--- config.mk ---
export PLATFORM = sky130hd
export DESIGN_NAME = multicycle_control_fsm
export DESIGN_NICKNAME = d
export VERILOG_FILES = /design/src/rtl/multicycle_control_fsm.sv
export SDC_FILE = /design/constraint.sdc
export NUM_CORES = 1
export LEC_CHECK = 0
export ABC_CLOCK_PERIOD_IN_PS = 5800
export CAP_MARGIN = 10
export CORE_MARGIN = 1
export CORE_UTILIZATION = 35
export DETAILED_ROUTE_END_ITERATION = 7
export GPL_TIMING_DRIVEN = 0
export PLACE_DENSITY = 0.73
export SYNTH_ARGS = -nofsm -noshare
export SYNTH_HDL_FRONTEND = slang
export SYNTH_SLANG_ARGS = --single-unit
--- constraint.sdc ---
create_clock -name clk -period 5.8 [get_ports clk]
set_input_delay 1.16 -clock clk [delete_from_list [all_inputs] [get_ports clk]]
set_output_delay 1.16 -clock clk [all_outputs]
set_load 0.03 [all_outputs]
--- src/rtl/multicycle_control_fsm.sv ---
`default_nettype none
// ============================================================================
// Module  : multicycle_control_fsm
// Brief   : RV32I multi-cycle control unit sequencing a shared ALU and memory
// Revision: 1.0
// ============================================================================
module multicycle_control_fsm #(
  parameter int USE_MEM_READY = 1,
  parameter int MEM_TIMEOUT   = 16
) (
  input  logic       clk,
  input  logic       rst,
  input  logic [6:0] i_op,
  input  logic [2:0] i_funct3,
  input  logic       i_funct7b5,
  input  logic       i_zero,
  input  logic       i_lt,
  input  logic       i_ltu,
  input  logic       i_mem_ready,
  output logic       o_mem_req,
  output logic       o_mem_we,
  output logic       o_adr_src,
  output logic       o_ir_write,
  output logic       o_pc_write,
  output logic       o_reg_write,
  output logic [1:0] o_alu_src_a,
  output logic [1:0] o_alu_src_b,
  output logic [1:0] o_result_src,
  output logic [2:0] o_imm_src,
  output logic [3:0] o_alu_control,
  output logic       o_illegal_instr,
  output logic       o_bus_error,
  output logic [3:0] o_state
);

  // TRAP/HALT sit above 15; o_state shows their low nibble, the sticky flags disambiguate.
  typedef enum logic [4:0] {
    S_FETCH  = 5'd0,  S_DECODE = 5'd1,  S_MEMADR = 5'd2,  S_MEMRD  = 5'd3,
    S_MEMWB  = 5'd4,  S_MEMWR  = 5'd5,  S_EXECR  = 5'd6,  S_EXECI  = 5'd7,
    S_ALUWB  = 5'd8,  S_BRANCH = 5'd9,  S_JAL    = 5'd10, S_JALWB  = 5'd11,
    S_JALR1  = 5'd12, S_JALR2  = 5'd13, S_LUI    = 5'd14, S_AUIPC  = 5'd15,
    S_TRAP   = 5'd16, S_HALT   = 5'd17
  } state_t;

  localparam logic [6:0] c_op_load  = 7'b0000011;
  localparam logic [6:0] c_op_store = 7'b0100011;
  localparam logic [6:0] c_op_rtype = 7'b0110011;
  localparam logic [6:0] c_op_itype = 7'b0010011;
  localparam logic [6:0] c_op_br    = 7'b1100011;
  localparam logic [6:0] c_op_jal   = 7'b1101111;
  localparam logic [6:0] c_op_jalr  = 7'b1100111;
  localparam logic [6:0] c_op_lui   = 7'b0110111;
  localparam logic [6:0] c_op_auipc = 7'b0010111;

  localparam int                  c_wait_w   = $clog2(MEM_TIMEOUT) + 1;
  localparam logic [c_wait_w-1:0] c_wait_lim = c_wait_w'(MEM_TIMEOUT - 1);

  state_t              r_state;
  state_t              w_next;
  logic [c_wait_w-1:0] r_wait;
  logic                r_illegal;
  logic                r_bus_err;
  logic                w_ready;
  logic                w_timeout;
  logic                w_taken;

  assign w_ready   = (USE_MEM_READY == 0) ? 1'b1 : i_mem_ready;
  assign w_timeout = !w_ready && (r_wait == c_wait_lim);

  always_comb begin
    w_taken = 1'b0;
    case (i_funct3)
      3'b000:  w_taken = i_zero;
      3'b001:  w_taken = !i_zero;
      3'b100:  w_taken = i_lt;
      3'b101:  w_taken = !i_lt;
      3'b110:  w_taken = i_ltu;
      3'b111:  w_taken = !i_ltu;
      default: w_taken = 1'b0;
    endcase
  end

  always_ff @(posedge clk) begin
    if (rst) begin
      r_state   <= S_FETCH;
      r_wait    <= '0;
      r_illegal <= 1'b0;
      r_bus_err <= 1'b0;
    end else begin
      r_state <= w_next;
      // Counter only survives while a request stalls in place, so every mem state starts at 0.
      r_wait  <= (o_mem_req && !w_ready && (w_next == r_state)) ? r_wait + c_wait_w'(1) : '0;
      if (w_next == S_TRAP) r_illegal <= 1'b1;
      if (w_next == S_HALT) r_bus_err <= 1'b1;
    end
  end

  always_comb begin
    w_next        = r_state;
    o_mem_req     = 1'b0;
    o_mem_we      = 1'b0;
    o_adr_src     = 1'b0;
    o_ir_write    = 1'b0;
    o_pc_write    = 1'b0;
    o_reg_write   = 1'b0;
    o_alu_src_a   = 2'b00;
    o_alu_src_b   = 2'b00;
    o_result_src  = 2'b00;
    o_imm_src     = 3'b000;
    o_alu_control = 4'b0000;
    if (!rst) begin
      case (r_state)
        S_FETCH: begin
          o_mem_req    = 1'b1;
          o_alu_src_b  = 2'b10;
          o_result_src = 2'b10;
          if (w_ready) begin
            o_ir_write = 1'b1;
            o_pc_write = 1'b1;
            w_next     = S_DECODE;
          end else if (w_timeout) begin
            w_next = S_HALT;
          end
        end
        S_DECODE: begin
          o_alu_src_a = 2'b01;
          o_alu_src_b = 2'b01;
          o_imm_src   = 3'b010;
          case (i_op)
            c_op_load, c_op_store: w_next = S_MEMADR;
            c_op_rtype:            w_next = S_EXECR;
            c_op_itype:            w_next = S_EXECI;
            c_op_br:               w_next = S_BRANCH;
            c_op_jal:              w_next = S_JAL;
            c_op_jalr:             w_next = (i_funct3 == 3'b000) ? S_JALR1 : S_TRAP;
            c_op_lui:              w_next = S_LUI;
            c_op_auipc:            w_next = S_AUIPC;
            default:               w_next = S_TRAP;
          endcase
        end
        S_MEMADR: begin
          o_alu_src_a = 2'b10;
          o_alu_src_b = 2'b01;
          o_imm_src   = (i_op == c_op_store) ? 3'b001 : 3'b000;
          w_next      = (i_op == c_op_store) ? S_MEMWR : S_MEMRD;
        end
        S_MEMRD: begin
          o_mem_req = 1'b1;
          o_adr_src = 1'b1;
          if (w_ready)        w_next = S_MEMWB;
          else if (w_timeout) w_next = S_HALT;
        end
        S_MEMWB: begin
          o_result_src = 2'b01;
          o_reg_write  = 1'b1;
          w_next       = S_FETCH;
        end
        S_MEMWR: begin
          o_mem_req = 1'b1;
          o_mem_we  = 1'b1;
          o_adr_src = 1'b1;
          if (w_ready)        w_next = S_FETCH;
          else if (w_timeout) w_next = S_HALT;
        end
        S_EXECR: begin
          o_alu_src_a   = 2'b10;
          o_alu_control = {i_funct7b5, i_funct3};
          w_next        = S_ALUWB;
        end
        S_EXECI: begin
          o_alu_src_a   = 2'b10;
          o_alu_src_b   = 2'b01;
          // Only the shift-right encoding uses bit 30 as an opcode bit; elsewhere it is immediate.
          o_alu_control = (i_funct3 == 3'b101) ? {i_funct7b5, i_funct3} : {1'b0, i_funct3};
          w_next        = S_ALUWB;
        end
        S_ALUWB: begin
          o_reg_write = 1'b1;
          w_next      = S_FETCH;
        end
        S_BRANCH: begin
          o_alu_src_a   = 2'b10;
          o_alu_control = 4'b1000;
          if (i_funct3[2:1] == 2'b01) begin
            w_next = S_TRAP;
          end else begin
            o_pc_write = w_taken;
            w_next     = S_FETCH;
          end
        end
        S_JAL: begin
          o_alu_src_a  = 2'b01;
          o_alu_src_b  = 2'b01;
          o_imm_src    = 3'b011;
          o_pc_write   = 1'b1;
          o_result_src = 2'b10;
          w_next       = S_JALWB;
        end
        S_JALWB, S_JALR1: begin
          o_alu_src_a  = 2'b01;
          o_alu_src_b  = 2'b10;
          o_reg_write  = 1'b1;
          o_result_src = 2'b10;
          w_next       = (r_state == S_JALR1) ? S_JALR2 : S_FETCH;
        end
        S_JALR2: begin
          o_alu_src_a  = 2'b10;
          o_alu_src_b  = 2'b01;
          o_pc_write   = 1'b1;
          o_result_src = 2'b10;
          w_next       = S_FETCH;
        end
        S_LUI, S_AUIPC: begin
          o_alu_src_a = (r_state == S_LUI) ? 2'b11 : 2'b01;
          o_alu_src_b = 2'b01;
          o_imm_src   = 3'b100;
          w_next      = S_ALUWB;
        end
        S_TRAP, S_HALT: w_next = r_state;
        default:        w_next = S_FETCH;
      endcase
    end
  end

  assign o_illegal_instr = r_illegal && !rst;
  assign o_bus_error     = r_bus_err && !rst;
  assign o_state         = rst ? 4'h0 : r_state[3:0];

endmodule
`default_nettype wire

==> impl_metrics.json <==
{
  "share_of_the_clock_period_used_by_the_worst_path_after_layout_pct": 77.5,
  "worst_path_most_repeated_cell": "sky130_fd_sc_hd__clkdlybuf4s50_1",
  "tns_ps": 0,
  "die_area_sq_mm": 0.00427,
  "port_buffers": 40,
  "leakagePower_nw": 0.699,
  "syn_to_final_growth_pct": 36.7,
  "global_route.overflow_total": 0,
  "synth_cell_types": 54,
  "insertedDiodeCount": 0,
  "number_of_antenna_violations_at_the_first_check_in_global_routing": 0,
  "rsz_0062_raised_after_global_routing": "false",
  "regToRegStartpoint": "r_wait[0]",
  "die-width_um": 65.4,
  "peakVddDrop_v": 0.0000829,
  "worst_clock_skew_ps": 2.52,
  "worst_hold_path.num_cells": 1,
  "final.min_clock_period_ps": 4500,
  "setup.worst_path.start": "rst",
  "required_ps": 4640,
  "biggest_area_consumer_among_synthesized_cells": "sky130_fd_sc_hd__dfxtp_1",
  "worstSetupStartpointType": "primary input",
  "syn-mean-instance-area_sq_um": 6.89,
  "synth-main-ff-cell": "sky130_fd_sc_hd__dfxtp_1",
  "clkTransAtPathRegs_ps": 50,
  "finalWorstSetupSlack_ps": 1300,
  "critPathSlowestCell": "sky130_fd_sc_hd__clkdlybuf4s50_1",
  "timing.critical_path.buf_inv": 3,
  "routed_wl_um": 3860,
  "worst_path_largest_cell_delay_ps": 730,
  "max_cap_viol_count": 0,
  "first_pass_grt_wire_length_um": 6640,
  "asyncSetResetFlopFracSynth_pct": 0,
  "reg2reg_depth": 8,
  "finalNetCount": 268,
  "drt.antenna.violating_nets": 0,
  "rr_endpoint": "r_wait[3]",
  "timing.critical_path.fanout_max": 8,
  "ctsHtreeMaxLevel": 1,
  "r2r_setup_slack_ps": 3730,
  "cts_sinks": 12,
  "worstSkewPairLatency_ps": 240,
  "timing_hold_violations_final": 0,
  "worst_hold_path_type": "reg2reg",
  "cts_buffers": 3,
  "via_per_inst": 5.37,
  "path_delay_family": "buffers and inverters",
  "die_h_um": 65.4,
  "drt_first_pass_iters": 4,
  "fmaxAchievable_mhz": 222,
  "hold_path.startpoint": "r_wait[0]",
  "timing_worst_slew_pin_value_ps": 486,
  "relSlewSlack_pct": 67.6,
  "cts-root-to-sink-buffers": 2,
  "drcViolationCount": 0,
  "cts_repair_resize_count": 0,
  "fin_util_pct": 51.3,
  "destination_of_the_worst_hold_path": "r_wait[0]",
  "n_fill_cell": 392,
  "post_cts_hold_buffer_count": 0,
  "dr_total_vias": 1589,
  "synth_top_area_share_pct": 17.1,
  "critPathArrivalTime_ps": 3340,
  "ff_latch_count_synth": 12,
  "crit_path_end_kind": "output port",
  "yosys_warnings": 0,
  "top_level_ports": 42,
  "hpwl_um": 3020,
  "run_status": "finished, final reports clean",
  "layout_cells_sized_above_1_pct": 8.87,
  "power_density_mw_per_mm2": 179,
  "initial_utilization_pct": 37.5,
  "synth.yosys.seq_area_share_pct": 17.1,
  "synth.top_cells.by_area": "sky130_fd_sc_hd__dfxtp_1 17%, sky130_fd_sc_hd__nor2_1 8.3%, sky130_fd_sc_hd__nor2b_1 6.7%, sky130_fd_sc_hd__a21oi_1 6.1%, sky130_fd_sc_hd__nand2_1 4.0%",
  "gp_congestion": 0.940,
  "grt_pass1_vias": 1409,
  "crit_type": "in2out",
  "worstPathCellList": "clkdlybuf4s50_1 > or2_2 > clkbuf_2 > nor4_1 > clkdlybuf4s50_1",
  "fp.coreArea_sq_mm": 0.00374,
  "maximum_number_of_pins_on_one_net_before_global_route_repair": 11,
  "count_of_flip_flops_with_a_built_in_enable_after_synthesis": 0,
  "fin_worst_hold_slack_ps": 455,
  "rows": 22,
  "timing.final.setup_violations": 0,
  "finalPower_w": 0.000344,
  "routed_wirelength_normalized_by_instance_count_um": 13.0,
  "synth_nets": 223,
  "synth_area_sq_mm": 0.00141,
  "track_usage_pct": 19.7,
  "final_slew_viol_count": 0,
  "clock-root-buffer": "sky130_fd_sc_hd__clkbuf_8",
  "detail_route.iter0.violations": 103,
  "postSynthCellCount": 204,
  "cts.repair_timing.setup_buffer_count": 0,
  "preCtsSetupSlack_ps": 1330,
  "cts_tree": "done"
}
-- kinds of logic (layout without fill, tap and decap cells) --
group                    Yosys count  after routing  synth area share [%]
AO/OA/AOI/OAI                     48             48                  26.0
adder cells (fa/ha/maj)            2              2                  1.78
AND/OR/NAND/NOR                  111            111                  41.5
XOR/XNOR                           6              6                  3.74
flip-flops                        12             12                  17.1
multiplexers                       3              3                  2.14
buffers and inverters             22             66                  7.75
-- Yosys cell counts (2+ instances only) --
master                     count
sky130_fd_sc_hd__or4_1         2
sky130_fd_sc_hd__or3_1         2
sky130_fd_sc_hd__dfxtp_1      12
sky130_fd_sc_hd__and2_1        4
sky130_fd_sc_hd__a22oi_1       2
sky130_fd_sc_hd__clkbuf_2      3
sky130_fd_sc_hd__and3_1        4
sky130_fd_sc_hd__nand3_1       9
sky130_fd_sc_hd__a21o_1        3
sky130_fd_sc_hd__xnor2_1       3
sky130_fd_sc_hd__nand3b_1      2
sky130_fd_sc_hd__nand2b_1      6
sky130_fd_sc_hd__buf_2         3
sky130_fd_sc_hd__mux2i_1       3
sky130_fd_sc_hd__ha_1          2
sky130_fd_sc_hd__inv_1         7
sky130_fd_sc_hd__o21ai_0       4
sky130_fd_sc_hd__clkbuf_1      5
sky130_fd_sc_hd__a21oi_1      17
sky130_fd_sc_hd__nor2_1       31
sky130_fd_sc_hd__o21bai_1      3
sky130_fd_sc_hd__nand2_1      15
sky130_fd_sc_hd__xor2_1        3
sky130_fd_sc_hd__nand4_1       3
sky130_fd_sc_hd__buf_6         2
sky130_fd_sc_hd__or2_2         2
sky130_fd_sc_hd__nor4_1        4
sky130_fd_sc_hd__nor3_1        6
sky130_fd_sc_hd__nor2b_1      15
sky130_fd_sc_hd__o31a_1        2
sky130_fd_sc_hd__o32a_1        2
-- cell usage in the layout, fill, tap and decap left out, types with 4 or more instances in the layout --
cell	instances
sky130_fd_sc_hd__a21oi_1	17
sky130_fd_sc_hd__and2_1	4
sky130_fd_sc_hd__and3_1	4
sky130_fd_sc_hd__clkbuf_1	5
sky130_fd_sc_hd__clkbuf_8	4
sky130_fd_sc_hd__clkdlybuf4s50_1	40
sky130_fd_sc_hd__dfxtp_1	12
sky130_fd_sc_hd__inv_1	7
sky130_fd_sc_hd__nand2_1	15
sky130_fd_sc_hd__nand2b_1	6
sky130_fd_sc_hd__nand3_1	9
sky130_fd_sc_hd__nor2_1	31
sky130_fd_sc_hd__nor2b_1	15
sky130_fd_sc_hd__nor3_1	6
sky130_fd_sc_hd__nor4_1	4
sky130_fd_sc_hd__o21ai_0	4
-- registers in the layout, indices dropped and copies added (netlist names) --
signal     count
r_bus_err      1
r_state        5
r_wait         5
r_illegal      1
-- report_power, final --
group | total, W | internal (W) | switching [W]
Clock | 0.0000890 | 0.0000598 | 0.0000291
Combinational | 0.000159 | 0.0000696 | 0.0000897
Sequential | 0.0000963 | 0.0000899 | 0.00000637
Total | 0.000344 | 0.000219 | 0.000125
-- worst max path at each step --
stage | end | slack [ps] | cells after the start
after CTS | o_alu_src_b[0] | 1330 | 5
final | o_alu_src_b[0] | 1300 | 5
after detailed placement | o_alu_src_b[0] | 1330 | 5
after global placement | o_alu_src_b[0] | 1350 | 5
after global routing | o_alu_src_b[0] | 1170 | 5
after floorplan | o_alu_src_b[0] | 2020 | 3
-- per-layer routing --
metal | wire [um] | GRT usage, %
met3 | 133 | 1.56
met2 | 1780 | 31.4
met4 | 63 | 6.25
met5 | 0 | 0
met1 | 1880 | 27.6
-- through the flow --
step / std cells / area, sq um
floorplan: 204 / 1410
global placement: 292 / 1870
detailed placement: 292 / 1870
CTS: 296 / 1920
global route: 296 / 1920
finish: 296 / 1920
-- layout make-up --
| class | instances | area [sq um] | area share, % |
|---|---|---|---|
| buffer | 15 | 82.6 | 4.30 |
| sequential | 12 | 240 | 12.5 |
| timing repair buffer | 40 | 400 | 20.8 |
| multi-input combinational | 170 | 1060 | 55.0 |
| inverter | 7 | 26.3 | 1.37 |
| clock buffer | 4 | 55.1 | 2.87 |
| tap | 48 | 60.1 | 3.13 |
(Power assumes the default switching activity.)
